### src/rtl/hs_ifr_misc_typedefs_pkg.sv
// Shared small typedefs for interrupt-front-end blocks: edge/level selectors and trigger mode.
// Latency: n/a (types, constants and pure helper functions only).
// Backpressure: n/a.
package hs_ifr_misc_typedefs_pkg;

  // Edge(s) that fire an event in edge mode.
  typedef enum logic [1:0] {
    EDGE_POSEDGE = 2'd0,
    EDGE_NEGEDGE = 2'd1,
    EDGE_BOTH    = 2'd2
  } edge_e;

  // Active level in level mode; LEVEL_BOTH is meaningless for a single bit level match.
  typedef enum logic [1:0] {
    LEVEL_LOW  = 2'd0,
    LEVEL_HIGH = 2'd1,
    LEVEL_BOTH = 2'd2
  } level_e;

  // Trigger style of an event detector.
  typedef enum logic {
    TRIG_EDGE  = 1'b0,
    TRIG_LEVEL = 1'b1
  } trig_mode_e;

  // Legal parameter ranges shared by the detector and its synchronizer.
  localparam int SYNC_STAGES_MIN = 2;
  localparam int SYNC_STAGES_MAX = 4;
  localparam int DEBOUNCE_MAX    = 65535;
  localparam int DEB_CNT_W       = 16;

  // True when the transition prev -> cur is one of the selected edges.
  function automatic logic edge_hit(input logic prev, input logic cur, input edge_e sel);
    logic hit;
    hit = 1'b0;
    case (sel)
      EDGE_POSEDGE: hit = ~prev & cur;
      EDGE_NEGEDGE: hit = prev & ~cur;
      EDGE_BOTH:    hit = prev ^ cur;
      default:      hit = 1'b0;
    endcase
    return hit;
  endfunction

endpackage

### src/rtl/hs_ifr_bit_sync.sv
// Single-bit multi-flop synchronizer bringing an asynchronous input into the clk domain.
// Latency: STAGES clk cycles from the first sampling edge to q.
// Backpressure: none; the input is sampled every cycle.
module hs_ifr_bit_sync #(
  parameter int STAGES  = 2,
  parameter bit RST_VAL = 1'b0
) (
  input  logic clk,
  input  logic rst,
  input  logic d,
  output logic q
);

  // A single flop gives no metastability protection, so refuse to build one.
  if (STAGES < 2) begin : g_bad_stages
    $error("hs_ifr_bit_sync: STAGES must be at least 2");
  end

  logic [STAGES-1:0] chain;

  // Shift the raw input through the flop chain; the oldest stage is the clean output.
  always_ff @(posedge clk or posedge rst) begin
    if (rst) begin
      chain <= {STAGES{RST_VAL}};
    end else begin
      chain <= {chain[STAGES-2:0], d};
    end
  end

  assign q = chain[STAGES-1];

endmodule

### src/rtl/hs_ifr_evt_detect.sv
// Interrupt event detector: synchronize, debounce, then edge/level detect into a strobe plus sticky pend/ovf flags.
// Latency: edge event strobe appears SYNC_STAGES+DEBOUNCE_CYCLES+1 edges after sig_i is first sampled.
// Backpressure: none; events are never stalled, pend_o records them and ovf_o flags a pending one being overrun.
module hs_ifr_evt_detect
  import hs_ifr_misc_typedefs_pkg::*;
#(
  parameter int         SYNC_STAGES     = 2,
  parameter int         DEBOUNCE_CYCLES = 0,
  parameter trig_mode_e TRIG_MODE       = TRIG_EDGE,
  parameter edge_e      EDGE_SEL        = EDGE_POSEDGE,
  parameter level_e     LEVEL_SEL       = LEVEL_HIGH,
  parameter bit         INIT_LEVEL      = 1'b0
) (
  input  logic clk,
  input  logic rst,
  input  logic en,
  input  logic sig_i,
  input  logic clr_i,
  output logic sig_filt_o,
  output logic evt_pulse_o,
  output logic pend_o,
  output logic ovf_o
);

  // ---------------------------------------------------------------------------
  // Elaboration-time parameter checks
  // ---------------------------------------------------------------------------
  if (SYNC_STAGES < SYNC_STAGES_MIN || SYNC_STAGES > SYNC_STAGES_MAX) begin : g_bad_sync
    $error("hs_ifr_evt_detect: SYNC_STAGES out of range 2..4");
  end

  if (DEBOUNCE_CYCLES < 0 || DEBOUNCE_CYCLES > DEBOUNCE_MAX) begin : g_bad_deb
    $error("hs_ifr_evt_detect: DEBOUNCE_CYCLES out of range 0..65535");
  end

  if (TRIG_MODE == TRIG_LEVEL && LEVEL_SEL == LEVEL_BOTH) begin : g_bad_level
    $error("hs_ifr_evt_detect: LEVEL_BOTH is not a valid level in level mode");
  end

  // Level that counts as active in level mode (LEVEL_BOTH is excluded above).
  localparam logic ACTIVE_LVL = (LEVEL_SEL == LEVEL_HIGH);

  // ---------------------------------------------------------------------------
  // Synchronizer
  // ---------------------------------------------------------------------------
  logic s;

  hs_ifr_bit_sync #(
    .STAGES  (SYNC_STAGES),
    .RST_VAL (INIT_LEVEL)
  ) u_sync (
    .clk (clk),
    .rst (rst),
    .d   (sig_i),
    .q   (s)
  );

  // ---------------------------------------------------------------------------
  // Debounce filter
  // ---------------------------------------------------------------------------
  logic filt;

  if (DEBOUNCE_CYCLES == 0) begin : g_nodeb
    // Filter bypassed: the synchronized signal is used as-is.
    assign filt = s;
  end else begin : g_deb
    // Counter value on the last disagreeing cycle before filt is allowed to follow s.
    localparam logic [DEB_CNT_W-1:0] CNT_LAST = DEB_CNT_W'(DEBOUNCE_CYCLES - 1);

    logic [DEB_CNT_W-1:0] cnt;
    logic                 filt_q;

    // Count consecutive cycles where s disagrees with filt; any agreement restarts the count.
    always_ff @(posedge clk or posedge rst) begin
      if (rst) begin
        cnt    <= '0;
        filt_q <= INIT_LEVEL;
      end else if (s == filt_q) begin
        cnt    <= '0;
      end else if (cnt == CNT_LAST) begin
        filt_q <= s;
        cnt    <= '0;
      end else begin
        cnt    <= cnt + 1'b1;
      end
    end

    assign filt = filt_q;

    // The count never needs to go past the load point.
    a_cnt_bound: assert property (@(posedge clk) disable iff (rst) cnt <= CNT_LAST);
  end

  assign sig_filt_o = filt;

  // ---------------------------------------------------------------------------
  // Event detection
  // ---------------------------------------------------------------------------
  logic prev;
  logic evt_cond;
  logic evt_q;
  logic pend_q;
  logic ovf_q;

  // Event condition from the filtered signal; independent of en so that prev keeps tracking.
  always_comb begin
    evt_cond = 1'b0;
    if (TRIG_MODE == TRIG_LEVEL) begin
      evt_cond = (filt == ACTIVE_LVL);
    end else begin
      evt_cond = edge_hit(prev, filt, EDGE_SEL);
    end
  end

  // prev follows filt every cycle, so enabling detection later sees no stale edge.
  always_ff @(posedge clk or posedge rst) begin
    if (rst) begin
      prev <= INIT_LEVEL;
    end else begin
      prev <= filt;
    end
  end

  // Registered strobe, gated by the enable of the cycle in which the condition held.
  always_ff @(posedge clk or posedge rst) begin
    if (rst) begin
      evt_q <= 1'b0;
    end else begin
      evt_q <= en & evt_cond;
    end
  end

  // Sticky flags: a strobe sets pend, a strobe on an already-pending event sets ovf; set beats clear.
  always_ff @(posedge clk or posedge rst) begin
    if (rst) begin
      pend_q <= 1'b0;
      ovf_q  <= 1'b0;
    end else begin
      pend_q <= evt_q | (pend_q & ~clr_i);
      ovf_q  <= (evt_q & pend_q & ~clr_i) | (ovf_q & ~clr_i);
    end
  end

  assign evt_pulse_o = evt_q;
  assign pend_o      = pend_q;
  assign ovf_o       = ovf_q;

  // Overflow can only be recorded on top of a pending event, and both clear together.
  a_ovf_implies_pend: assert property (@(posedge clk) disable iff (rst) ovf_q |-> pend_q);

endmodule
### config.mk
export PLATFORM = sky130hd
export DESIGN_NAME = hs_ifr_evt_detect
export DESIGN_NICKNAME = d
export VERILOG_FILES = /design/src/rtl/hs_ifr_misc_typedefs_pkg.sv /design/src/rtl/hs_ifr_bit_sync.sv /design/src/rtl/hs_ifr_evt_detect.sv
export SDC_FILE = /design/constraint.sdc
export NUM_CORES = 1
export LEC_CHECK = 0
export CORE_AREA = 2 2 39 41
export CTS_BUF_LIST = sky130_fd_sc_hd__clkbuf_8
export CTS_CLUSTER_DIAMETER = 80
export DETAILED_ROUTE_END_ITERATION = 6
export DIE_AREA = 0 0 41 43
export SLEW_MARGIN = 20
export SYNTH_ARGS = -nofsm -noshare
export SYNTH_HDL_FRONTEND = slang
export SYNTH_SLANG_ARGS = --single-unit
### constraint.sdc
create_clock -name clk -period 0.8 [get_ports clk]
set_input_delay 0.08 -clock clk [delete_from_list [all_inputs] [get_ports clk]]
set_output_delay 0.08 -clock clk [all_outputs]
set_load 0.02 [all_outputs]
* After elaboration in Yosys (flattened, before gate mapping)
Index checks and enable logic that the tools add are counted.
Storage, ports and cells: register bits after elaboration 6, output and inout bits 4, logic and storage cells 15, input bits 5
Operators by class: bitwise operators 10
Operators by type and width (count):
- $and A1 B1 Y1 | 6
- $not A1 Y1 | 2
- $or A1 B1 Y1 | 2

* Depth between registers and ports, before layout
Gate-level depths: netlist of the first run.
word-level depth 3, gate-level depth with buffers 2

* Modules after synthesis
From an unflattened synthesis of the first run, not the netlist that was laid out.
Unflattened totals: cells, all modules 14, area total of the unflattened synthesis 185.2 µm²
Modules (own cells, without submodules):
- hs_ifr_evt_detect | cells an instance 11, area each 131.4 µm², seq. area each 100.1 µm², instances 1
- hs_ifr_bit_sync | cells an instance 3, area each 53.8 µm², seq. area each 50.0 µm², instances 1

* Worst setup path after synthesis of the first run
Ideal clock, no wire load.
kind register to register, from register pend_q (netlist: pend_o), to register ovf_q (netlist: ovf_o), required time 0.682 ns, stages on the path, launching flop included 3, library setup time 0.118 ns, buffers on the path 0, period minus slack after synthesis 0.762 ns, data arrival time 0.644 ns, path slack 0.038 ns, cells stage by stage dfrtp_1 a21oi_1 nor2_1
On the way: word-level cells in the longest chain between the ends 3
RTL lines:
- start: declaration | line hs_ifr_evt_detect.sv:102 | logic pend_q;
- start signal: assignment | line hs_ifr_evt_detect.sv:139 | pend_q <= evt_q | (pend_q & ~clr_i);
- $and A1 B1 Y1 (2 in series) | line hs_ifr_evt_detect.sv:140 | ovf_q <= (evt_q & pend_q & ~clr_i) | (ovf_q & ~clr_i);
- $or A1 B1 Y1 | line hs_ifr_evt_detect.sv:140
- end signal: assignment | line hs_ifr_evt_detect.sv:140
- end: declaration | line hs_ifr_evt_detect.sv:103 | logic ovf_q;
Every way passes these cells.

* Final worst setup path of the first run
from register u_sync.chain[1], to output sig_filt_o
RTL lines:
- start: declaration | line hs_ifr_bit_sync.sv:19 | logic [STAGES-1:0] chain;
- start signal: assignment | line hs_ifr_bit_sync.sv:24 | chain <= {STAGES{RST_VAL}};
- start signal: assignment | line hs_ifr_bit_sync.sv:26 | chain <= {chain[STAGES-2:0], d};
- end: declaration | line hs_ifr_evt_detect.sv:19 | output logic sig_filt_o,
No word-level cell between the ends.

==> results_dict.tcl, run 1 <==
set metrics [dict create \
    violations "setup timing" \
    cts_root_buf "clkbuf_8" \
    whs_ps 74.2 \
    path_cells "buf_6" \
    track_usage_pct 5.57 \
    critPathMaxStageDelay_ps 380 \
    cts_tree "built" \
    yosysMostFrequentCell "dfrtp_1" \
    r2r_end "ovf_o" \
    chipWidth_um 41 \
    drc_errors 0 \
    final_nets 35 \
    initial_core_util_pct 13.1 \
    muxShareOfSynthArea_pct 0 \
    synth_cells 13 \
    cp_top_family "flip-flops" \
    ys_seq_area_share_pct 82.8 \
    cts.sinks 6 \
    die-height_um 43 \
    gp_congestion 0.554 \
    reg2regPathDepth 3 \
    cp_max_fo 2 \
    synth_edf_count 0 \
    fill_cells 143 \
    synth_adder_area_share_pct 0 \
    wire_per_inst_um 7.93 \
    switchingPower_mw 0.164 \
    fin_ws_ps -21.6 \
    boundaryPins 9 \
    post_layout_nonfiller_instances 44 \
    vias 146 \
    worstSkewPairLatency_ps 220 \
    synth-simple-area-share_pct 6.21 \
    cp.arrival_ps 740 \
    finalCritPeriodShare_pct 103 \
    dieArea_um2 1760 \
    post-route-min-period_ps 822 \
    power_density_nw_per_um2 2370 \
    comb_power_share_pct 9.9 \
    synth_top_family_by_area "compound AO/OA/AOI/OAI gates" \
    startpoint_type "register" \
    ys_top_cells_by_count "dfrtp_1, inv_1, nor2_1" \
    diodes 0 \
    drv_cap 0 \
    drive_above_1_share_pct 42.9 \
    report.final.slew_viol_count 0 \
    hold_path_class "in2async" \
    core_um2 1380 \
    first_pass_iters 4 \
    htree_levels 1 \
    crit_buf_inv 1 \
    synth_top_area_share_pct 82.8 \
    finalClockSkew_ps 3.51 \
    grt_pass1_vias 115 \
    routed_wl_um 349 \
    worstReg2RegStart "pend_o" \
    dp_cells 40 \
    setup_viol 5 \
    fmax_ghz 1.22 \
    antenna_found_initial 0 \
    grt_max_degree 7 \
    syn_avg_cell_area_um2 14.0 \
    path_clk_slew_ps 40 \
    finalHoldViolCount 0 \
    status "finished, violations left" \
    end_kind "primary output" \
    internal_power_mw 0.694 \
    max-slew-margin-rel_pct 85.4 \
    rsz0062_at_grt "true" \
    power_leakage_nw 0.185 \
    ir_worst_vdd_uv 825 \
    r2r_slack_ps -10 \
    pwr-share-seq_pct 38.3 \
    synth_nets 18 \
    pwr-share-clk_pct 51.8 \
    cts_made_buffers 3 \
    rows 14 \
    path_class "reg2out" \
    ys_top_cells_by_area "dfrtp_1, a21o_1, inv_1" \
    synth-xor-area-share_pct 0 \
    tightest_slew_ps 219 \
    area_growth_pct 99.3 \
    synth-compound-area-share_pct 6.90 \
    synth.distinct_cells 6 \
    drtAntennaViolNets 0 \
    synth-seq-cells 6 \
    yosys_warnings 0 \
    synth_ff_type "dfrtp_1" \
    async_flop_share_pct 100 \
    grt_pass1_wl_um 489 \
    ctsLongestPathBuffers 2 \
    p_sw_share_pct 19.1 \
    io_buffers 8 \
    drt_iter0_markers 1 \
    synth_area_leader_cell "dfrtp_1" \
    via_per_inst 3.32 \
    global_route.overflow_total 0 \
    syn_area_um2 181 \
    critPathSlowestCell "dfrtp_1" \
    critPathRequiredTime_ps 720 \
]
==> power by group through the flow <==
stage               clock (mW)  sequential, mW  combinational (mW)
finish                   0.444           0.329              0.0846
global route             0.488           0.329              0.0913
CTS                      0.461           0.329              0.0820
detailed placement           0           0.330              0.0800
global placement             0           0.330              0.0798
floorplan                    0           0.343              0.0118
==> per-stage QoR <==
step                setup TNS (ps)  utilization [%]  power [mW]  worst slack [ps]  area (µm²)
CTS                           -124             25.3       0.872             -30.3         350
floorplan                        0                -       0.355              38.4         181
global placement              -911             22.0       0.409              -216         304
global route                  -191             26.1       0.909             -45.7         362
finish                       -73.3             26.1       0.857             -21.6         362
detailed placement            -955             22.0       0.410              -217         304
==> routing by layer <==
layer / up-vias / global-route usage [%] / share of wire (%)
met4: 0 / 6.00 / 3.2
met2: 16 / 4.69 / 31
li1: 69 / - / -
met1: 59 / 5.30 / 42
met3: 2 / 7.85 / 23
met5: - / 0 / 0
==> cells by family after synthesis <==
kind of cell | Yosys count
compound gates | 2
flops | 6
simple gates | 3
buf+inv | 2
==> cell usage in the layout (no fill, tap or decap) <==
master / instances
inv_1: 2
a21o_1: 1
clkdlybuf4s50_1: 4
dfrtp_1: 6
buf_4: 4
a21oi_2: 1
nor2_1: 2
buf_6: 4
nand2_1: 1
clkbuf_8: 3
==> flip-flops by register name (all words and copies together) (netlist names) <==
name	flops
ovf_o	1
u_sync.chain	2
prev	1
pend_o	1
evt_pulse_o	1
==> final cells by class <==
type	instances	area, µm²	area share (%)
well taps	16	20.0	5.54
inverters	2	7.51	2.08
flip-flops and latches	6	150	41.5
clock buffers	3	41.3	11.4
repair buffers	12	115	31.8
multi-input cells	5	27.5	7.61
==> worst max-delay path by stage <==
stage	slack, ps	cells after the start	end	start
global route	-50	1	pend_o	pend_o
floorplan	40	2	ovf_o	pend_o
detailed placement	-220	1	ovf_o	ovf_o
finish	-20	1	sig_filt_o	u_sync.chain[1]
global placement	-220	1	evt_pulse_o	evt_pulse_o
CTS	-30	1	ovf_o	ovf_o
==> worst register-to-register path: cells and delay by family (launching register included) <==
family	cells	cell delay [ps]
simple gates	1	50
compound gates	1	120
buf+inv	1	140
flops	1	380
==> what timing repair did <==
| item | 4_1_cts | 5_1_grt |
|---|---|---|
| hold buffers | 0 | 0 |
| buffers inserted | 0 | 1 |
| setup endpoints to repair | 5 | 5 |
| gates resized for setup | 24 | 1 |
| gates cloned | 0 | 0 |
(Power assumes the default switching activity.)
==> run 2: changes to the inputs <==
==> constraint.sdc (replaced) <==
create_clock -name clk -period 1 [get_ports clk]
set_input_delay 0.1 -clock clk [delete_from_list [all_inputs] [get_ports clk]]
set_output_delay 0.1 -clock clk [all_outputs]
set_load 0.02 [all_outputs]
==> run 2 against run 1 <==
Against the previous run:
- the flow now finishes without violations
- utilization decreased by 2.3 points
- clock skew is essentially flat
- flip-flop and latch count unchanged
- worst hold slack better by 19 ps
- largest power group unchanged
- highest routed layer unchanged
==> results_dict.tcl, run 2 (synthesized netlist as in run 1, its figures left out) <==
set metrics [dict create \
    status "completed" \
    regMostFlops "u_sync.chain" \
    die-height_um 43 \
    pre_cts_slack_ps -36.6 \
    ctsLongestPathBuffers 2 \
    post_layout_nonfiller_instances 43 \
    path_cells "clkdlybuf4s15_1" \
    drtAntennaViolNets 0 \
    chipWidth_um 41 \
    routed_wl_um 342 \
    tightest_slew_ps 218 \
    grt_pass1_vias 115 \
    gp_congestion 0.554 \
    final_nets 34 \
    drt_iter0_markers 1 \
    cts_hold_buf 0 \
    post_cts_buffers 0 \
    initial_core_util_pct 13.1 \
    cts_tree "built" \
    cp_max_fo 2 \
    global_route.overflow_total 0 \
    htree_levels 1 \
    track_usage_pct 5.57 \
    diodes 0 \
    fill_cells 147 \
    power_mw 0.674 \
    ir_worst_vdd_uv 654 \
    dpl_cell_area_um2 304 \
    cts.sinks 6 \
    whs_ps 93.4 \
    cp.arrival_ps 870 \
    cts_made_buffers 3 \
    drive_above_1_share_pct 33.3 \
    mostFrequentLayoutCells "dfrtp_1, clkdlybuf4s50_1, clkbuf_8, clkbuf_2, buf_4" \
    core_um2 1380 \
    pwr-share-clk_pct 52.9 \
    pwr-share-seq_pct 38.7 \
    cp_top_family "flip-flops" \
    io_buffers 8 \
    final_common_cell "dfrtp_1" \
    post-route-min-period_ps 974 \
    utilization_pct 23.9 \
    path_class "reg2out" \
    critPathSlowestCell "dfrtp_1" \
    setup_viol 0 \
    antenna_found_initial 0 \
    worstSkewPairLatency_ps 220 \
    grt_max_degree 7 \
    drc_errors 0 \
    rsz0062_at_grt "false" \
    end_kind "primary output" \
    p_sw_share_pct 19.2 \
    report.final.slew_viol_count 0 \
    cts_root_buf "clkbuf_8" \
    finalHoldViolCount 0 \
    hold_path_class "in2async" \
    crit_buf_inv 1 \
    largest_register_ffs 2 \
    comb_power_share_pct 8.4 \
    power_density_nw_per_um2 2040 \
    post-route-cell-area_um2 330 \
    multi_input_area_um2 23.8 \
    internal_power_mw 0.545 \
    vias 137 \
    first_pass_iters 3 \
    grt_pass1_wl_um 489 \
    finalClockSkew_ps 3.29 \
    dp_cells 40 \
    fin_ws_ps 26.3 \
    rows 14 \
    path_clk_slew_ps 40 \
    max-slew-margin-rel_pct 85.5 \
    switchingPower_mw 0.129 \
    drv_cap 0 \
    power_leakage_nw 0.173 \
    wire_per_inst_um 7.95 \
    critPathMaxStageDelay_ps 370 \
    startpoint_type "register" \
    area_growth_pct 82.1 \
    finalCritPeriodShare_pct 97.4 \
    boundaryPins 9 \
    critPathRequiredTime_ps 900 \
    fmax_ghz 1.03 \
    via_per_inst 3.19 \
    timing.setup.tns_ps 0 \
    register_area_um2 150 \
    dieArea_um2 1760 \
]
==> run 2: cell types whose count changed in the layout (fill, tap and decap cells not counted), sizes merged <==
cell | previous run | this run
buf | 8 | 3
clkdlybuf4s15 | 0 | 1
clkbuf | 3 | 6
==> run 2: routing by layer <==
layer	track usage [%]	vias up	wire, µm
li1	-	67	-
met1	5.30	56	151
met2	4.69	12	102
met3	7.85	2	76
met4	6.00	0	11
met5	0	-	0
==> run 2: area by class of cell <==
class	count	share of cell area (%)
inverters	2	2.27
repair buffers	11	26.5
well taps	16	6.06
multi-input cells	5	7.20
clock buffers	3	12.5
flip-flops and latches	6	45.5
==> run 2: path summary, 6_finish.rpt <==
check / slack (ps) / end / start / depth (start not counted)
setup / recovery: 30 / evt_pulse_o / evt_pulse_o / 1
hold / removal: 90 / ovf_o / rst / 2
setup reg to reg: 200 / ovf_o / pend_o / 3
hold reg to reg: 350 / u_sync.chain[1] / u_sync.chain[0] / 0
max in group asynchronous: 720 / u_sync.chain[0] / rst / 2
min in group clk: 320 / u_sync.chain[0] / sig_i / 1
==> run 2: repair_timing <==
action / CTS / global route
gates resized for setup: 8 / 3
endpoints found under the setup margin: 4 / 3
hold endpoints to repair: 0 / 0
==> run 2: power by group through the flow <==
stage	combinational [mW]	sequential (mW)	clock (mW)
floorplan	0.00943	0.274	0
global placement	0.0639	0.264	0
detailed placement	0.0640	0.264	0
CTS	0.0602	0.261	0.369
global route	0.0613	0.262	0.391
finish	0.0563	0.261	0.357
